$ cat config.mk
export PLATFORM = sky130hd
export DESIGN_NAME = tmr_scrub_reg
export DESIGN_NICKNAME = d
export VERILOG_FILES = /design/src/rtl/tmr_scrub_reg.sv
export SDC_FILE = /design/constraint.sdc
export NUM_CORES = 1
export LEC_CHECK = 0
export BUFFER_PORTS_ARGS = -buffer_cell sky130_fd_sc_hd__buf_2
export CORE_MARGIN = 2
export CORE_UTILIZATION = 47
export CTS_CLUSTER_DIAMETER = 30
export DETAILED_ROUTE_END_ITERATION = 7
export PLACE_DENSITY = 0.86
export SETUP_SLACK_MARGIN = 0.5
export SYNTH_ARGS = -nofsm -noshare
export SYNTH_HDL_FRONTEND = slang
export SYNTH_SLANG_ARGS = --single-unit
export TNS_END_PERCENT = 50
$ cat constraint.sdc
create_clock -name clk_i -period 2.8 [get_ports clk_i]
set_input_delay 0.28 -clock clk_i [delete_from_list [all_inputs] [get_ports clk_i]]
set_output_delay 0.28 -clock clk_i [all_outputs]
set_load 0.005 [all_outputs]
$ cat src/rtl/tmr_scrub_reg.sv
// tmr_scrub_reg -- triple-modular-redundant register with periodic scrubbing.
//
// Three replicas of a DataWidth word are kept. data_o is the per-bit
// majority vote. Every ScrubPeriod idle cycles the replicas are compared
// against the vote (CHECK); on any disagreement the vote is written back
// into all replicas in the following CORRECT cycle.
//
// Ports:
//   clk_i, rst_i         clock, asynchronous active-high reset
//   wr_valid_i/_ready_o  write handshake, wr_data_i copied to all replicas
//   inj_valid_i          fault-injection strobe, inj_mask_i XORed into the
//                        replicas (slice k*DataWidth targets replica k)
//   data_o               majority vote (combinational)
//   replica_o            raw replicas, same packing as inj_mask_i
//   corrected_o          high during the CORRECT cycle
//   fault_mask_o         replicas that differed from the vote at last CHECK
//   err_cnt_o, err_clr_i saturating correction counter and its clear
//
// Configuration: define TMR_SCRUB_ERR_CNT_EN to build the error counter;
// otherwise err_cnt_o is tied to zero and err_clr_i is ignored.
module tmr_scrub_reg #(
  parameter int unsigned          DataWidth   = 32,
  parameter int unsigned          VoterType   = 0,
  parameter int unsigned          ScrubPeriod = 16,
  parameter logic [DataWidth-1:0] ResetValue  = '0,
  parameter int unsigned          CntWidth    = 8
) (
  input  logic                   clk_i,
  input  logic                   rst_i,
  input  logic                   wr_valid_i,
  output logic                   wr_ready_o,
  input  logic [DataWidth-1:0]   wr_data_i,
  input  logic                   inj_valid_i,
  input  logic [3*DataWidth-1:0] inj_mask_i,
  output logic [DataWidth-1:0]   data_o,
  output logic [3*DataWidth-1:0] replica_o,
  output logic                   corrected_o,
  output logic [2:0]             fault_mask_o,
  output logic [CntWidth-1:0]    err_cnt_o,
  input  logic                   err_clr_i
);

  localparam int unsigned PerW = (ScrubPeriod > 1) ? $clog2(ScrubPeriod) : 1;
  localparam logic [PerW-1:0] PerMax = PerW'(ScrubPeriod - 1);

  typedef enum logic [1:0] {
    S_IDLE,
    S_CHECK,
    S_CORRECT
  } state_e;

  state_e                          state_q, state_d;
  logic [PerW-1:0]                 per_cnt_q, per_cnt_d;
  logic [2:0]                      fault_q, fault_d;
  logic [2:0][DataWidth-1:0]       rep_q, rep_d;
  logic [2:0][DataWidth-1:0]       inj_mask;
  logic [DataWidth-1:0]            vote;
  logic [2:0]                      diff;
  logic                            wr_acc;

  assign inj_mask = inj_mask_i;

  // Voter styles differ only in gate structure; all compute the majority.
  generate
    if (VoterType == 1) begin : g_vote_kp
      assign vote = (rep_q[0] & rep_q[1]) | ((rep_q[0] ^ rep_q[1]) & rep_q[2]);
    end else if (VoterType == 2) begin : g_vote_bn
      // When A and B agree they are the majority, otherwise C breaks the tie.
      assign vote = ((rep_q[0] ~^ rep_q[1]) & rep_q[0]) |
                    ((rep_q[0] ^ rep_q[1]) & rep_q[2]);
    end else begin : g_vote_classic
      assign vote = (rep_q[0] & rep_q[1]) | (rep_q[0] & rep_q[2]) |
                    (rep_q[1] & rep_q[2]);
    end
  endgenerate

  always_comb begin
    diff = '0;
    for (int unsigned k = 0; k < 3; k++) begin
      diff[k] = |(rep_q[k] ^ vote);
    end
  end

  assign wr_ready_o   = (state_q != S_CORRECT);
  assign corrected_o  = (state_q == S_CORRECT);
  assign wr_acc       = wr_valid_i & wr_ready_o;
  assign data_o       = vote;
  assign replica_o    = rep_q;
  assign fault_mask_o = fault_q;

  always_comb begin
    state_d   = state_q;
    per_cnt_d = per_cnt_q;
    fault_d   = fault_q;
    rep_d     = rep_q;

    unique case (state_q)
      S_IDLE: begin
        if (per_cnt_q == PerMax) begin
          state_d   = S_CHECK;
          per_cnt_d = '0;
        end else begin
          per_cnt_d = per_cnt_q + 1'b1;
        end
      end
      S_CHECK: begin
        // A write in this cycle overwrites all replicas, so any pending
        // correction is moot.
        if (wr_acc) begin
          fault_d = '0;
          state_d = S_IDLE;
        end else begin
          fault_d = diff;
          state_d = (diff != 3'b000) ? S_CORRECT : S_IDLE;
        end
      end
      S_CORRECT: state_d = S_IDLE;
      default:   state_d = S_IDLE;
    endcase

    if (wr_acc) begin
      rep_d = {3{wr_data_i}};
    end else if (state_q == S_CORRECT) begin
      rep_d = {3{vote}};
    end else if (inj_valid_i) begin
      rep_d = rep_q ^ inj_mask;
    end
  end

  always_ff @(posedge clk_i or posedge rst_i) begin
    if (rst_i) begin
      state_q   <= S_IDLE;
      per_cnt_q <= '0;
      fault_q   <= '0;
      rep_q     <= {3{ResetValue}};
    end else begin
      state_q   <= state_d;
      per_cnt_q <= per_cnt_d;
      fault_q   <= fault_d;
      rep_q     <= rep_d;
    end
  end

`ifdef TMR_SCRUB_ERR_CNT_EN
  logic [CntWidth-1:0] err_cnt_q;

  always_ff @(posedge clk_i or posedge rst_i) begin
    if (rst_i) begin
      err_cnt_q <= '0;
    end else if (err_clr_i) begin
      err_cnt_q <= '0;
    end else if ((state_q == S_CORRECT) && (err_cnt_q != '1)) begin
      err_cnt_q <= err_cnt_q + 1'b1;
    end
  end

  assign err_cnt_o = err_cnt_q;
`else
  logic unused_err_clr;
  assign unused_err_clr = err_clr_i;
  assign err_cnt_o      = '0;
`endif

endmodule

==> results.json <==
{
  "status": "finished clean",
  "crit_cells": 6,
  "synth_area_um2": 8180,
  "arrival_ps": 2370,
  "final_cell_mix": "buf_2, nor2_1, dfrtp_1",
  "reg2regPathDepth": 6,
  "fin_skew_ps": 7.88,
  "synth_cells": 998,
  "cts-root-buf": "clkbuf_16",
  "grt_pass1_vias": 8124,
  "rsz0062_at_grt": "true",
  "ios": 274,
  "required_ps": 3020,
  "drive_gt1_frac": 0.288,
  "critPathKind": "flip-flop to flip-flop",
  "fin_crit_ps": 2150,
  "synth_cell_types": 46,
  "syn_to_final_growth_pct": 20.4,
  "placed_cell_area_um2": 9540,
  "fin_crit_sh": 0.768,
  "vdd_drop_max_mv": 0.419,
  "cts.sinks": 105,
  "rows": 48,
  "grt_max_degree": 106,
  "worstSetupStartpointType": "flip-flop",
  "die_w_um": 136,
  "final_area_um2": 9850,
  "hold_viol": 0,
  "synthArstFlopShare": 1.00,
  "ys_seq_area_frac": 0.321,
  "setup_tns_ps": 0,
  "synthMuxAreaShare": 0.0124,
  "final_common_cell": "buf_2",
  "critPathTopFamily": "compound AO/OA/AOI/OAI gates",
  "synth_edf_count": 0,
  "ys_ff_latch": 105,
  "synth_simple_gate_area_frac": 0.242,
  "avgViaCountPerCell": 6.22,
  "post_cts.repair.setup_buffers": 0,
  "grt_pass1_wl_um": 43600,
  "hold_buffers": 0,
  "cts-buffers-inserted": 9,
  "synth_top_flop_cell": "dfrtp_1",
  "hp-class": "input pin to async pin",
  "cpMaxStageDelayCell": "dfrtp_1",
  "fin_nets": 1341,
  "grtUsageTotal": 0.299,
  "crit_chain": "a21oi_4 -> o221ai_2 -> nor4_2 -> nand4_1 -> o31ai_2 -> nand3_1",
  "cts.path.max_buffers": 2,
  "drc": 0,
  "dp_hpwl_um": 20600,
  "synthAdderAreaFrac": 0.00153,
  "core_area_um2": 17200,
  "antenna_found_initial": 4,
  "clkLatencyLatePin_ps": 350,
  "die_area_um2": 18500,
  "critPathMaxStageDelay_ps": 510,
  "synth.avg_cell_area_um2": 8.20,
  "gp_congestion": 0.878,
  "cts_tree": "built",
  "path_clk_slew_ps": 80,
  "cp_max_fo": 9,
  "power_leakage_uw": 0.00444,
  "synth_xor_area_frac": 0.00642,
  "htreeDepth": 3,
  "tightest_slew_ps": 848,
  "initial_core_util": 0.476,
  "clock.fmax_ghz": 0.465,
  "worst-path-buf-inv": 0,
  "post-route-util": 0.573,
  "die_h_um": 136,
  "totalWireLength_um": 28500,
  "dr.pass1.iters": 8,
  "vias": 8970,
  "finalPower_uw": 9120,
  "port_buffers": 264,
  "end_kind": "flip-flop",
  "slew_headroom": 0.434,
  "drv_slew": 0,
  "p_per_area_nw_per_um2": 926,
  "yosysWarnings": 0,
  "drt-wirelength-per-cell_um": 19.8,
  "synth_compound_area_frac": 0.359,
  "synth_top_family_by_area": "compound AO/OA/AOI/OAI gates",
  "grt-ovfl-total": 0,
  "drtIter0Drc": 705,
  "regToRegSetupSlack_ps": 650,
  "setup_violations": 0,
  "cap_violations": 0,
  "antenna_left": 0
}
==> per-stage QoR <==
step | hold slack (ps) | cells | worst slack, ps
after floorplan | 451 | 1005 | 1130
after global placement | 456 | 1421 | 639
after detailed placement | 471 | 1421 | 524
after CTS | 120 | 1437 | 504
after global routing | 155 | 1439 | 450
final | 42.6 | 1443 | 651
==> path summary, 6_finish.rpt <==
kind                                              from                          end
setup / recovery             replica_o[95]$_DFFE_PP0P_       state_q[1]$_DFFE_PP0P_
hold / removal                                   rst_i    replica_o[29]$_DFFE_PP0P_
setup reg to reg             replica_o[95]$_DFFE_PP0P_       state_q[1]$_DFFE_PP0P_
hold reg to reg            fault_mask_o[1]$_DFFE_PP0P_  fault_mask_o[1]$_DFFE_PP0P_
max in group asynchronous                        rst_i    replica_o[75]$_DFFE_PP0P_
min in group clk_i                       wr_data_i[19]    replica_o[83]$_DFFE_PP0P_
==> cell usage after synthesis (all sizes together) (23+ instances only) <==
master	instances	share of area
clkbuf	45	0.021
o21ai	32	0.020
dfrtp	105	0.32
buf	37	0.027
o31ai	29	0.073
or3b	23	0.025
a21oi	61	0.039
o21a	39	0.036
nand3	33	0.020
nand2	23	0.011
nor2	228	0.10
nand3b	36	0.033
a31oi	92	0.070
o22a	75	0.080
nand2b	32	0.024
==> worst register-to-register path: cells and delay by family, from the launching register on <==
| family | cells | cell delay (ps) |
|---|---|---|
| simple gates | 3 | 730 |
| flops | 1 | 510 |
| compound gates | 3 | 780 |
==> where the power goes <==
group / switching [µW] / internal, µW / total (µW)
clock network: 610 / 695 / 1300
logic: 2560 / 2060 / 4620
registers: 1170 / 2030 / 3190
total: 4340 / 4780 / 9120
==> routing by layer <==
layer / GRT usage / wire length (µm) / up-vias
li1: - / - / 4138
met1: 0.400 / 12000 / 4319
met2: 0.487 / 13400 / 455
met3: 0.0533 / 2300 / 58
met4: 0.109 / 828 / 0
met5: 0 / 0 / -
==> flip-flops by register name (all words and copies together) (netlist names) <==
| signal | cells |
|---|---|
| fault_mask_o | 3 |
| state_q | 2 |
| replica_o | 96 |
| per_cnt_q | 4 |
==> cell families after synthesis <==
logic type,after synthesis
other,1
xor gates and xnor gates,6
and+or+nand+nor,405
DFF,105
AOI/OAI and AO/OA,369
muxes,10
adders and majority gates,1
buffers and inverters,101
==> area by class of cell <==
type	count	area [µm²]
multi-input cells	799	5140
flip-flops and latches	105	2630
clock buffers	11	233
inverters	19	77.6
fillers	1546	7330
clock inverters	5	56.3
diodes	6	15.0
well taps	225	282
repair buffers	273	1420
==> timing repair <==
action | CTS | global route
gates resized for setup | 0 | 1
hold endpoints to repair | 0 | 0
setup endpoints to repair | 0 | 19
Note: power is estimated with default switching activity, not from simulation.
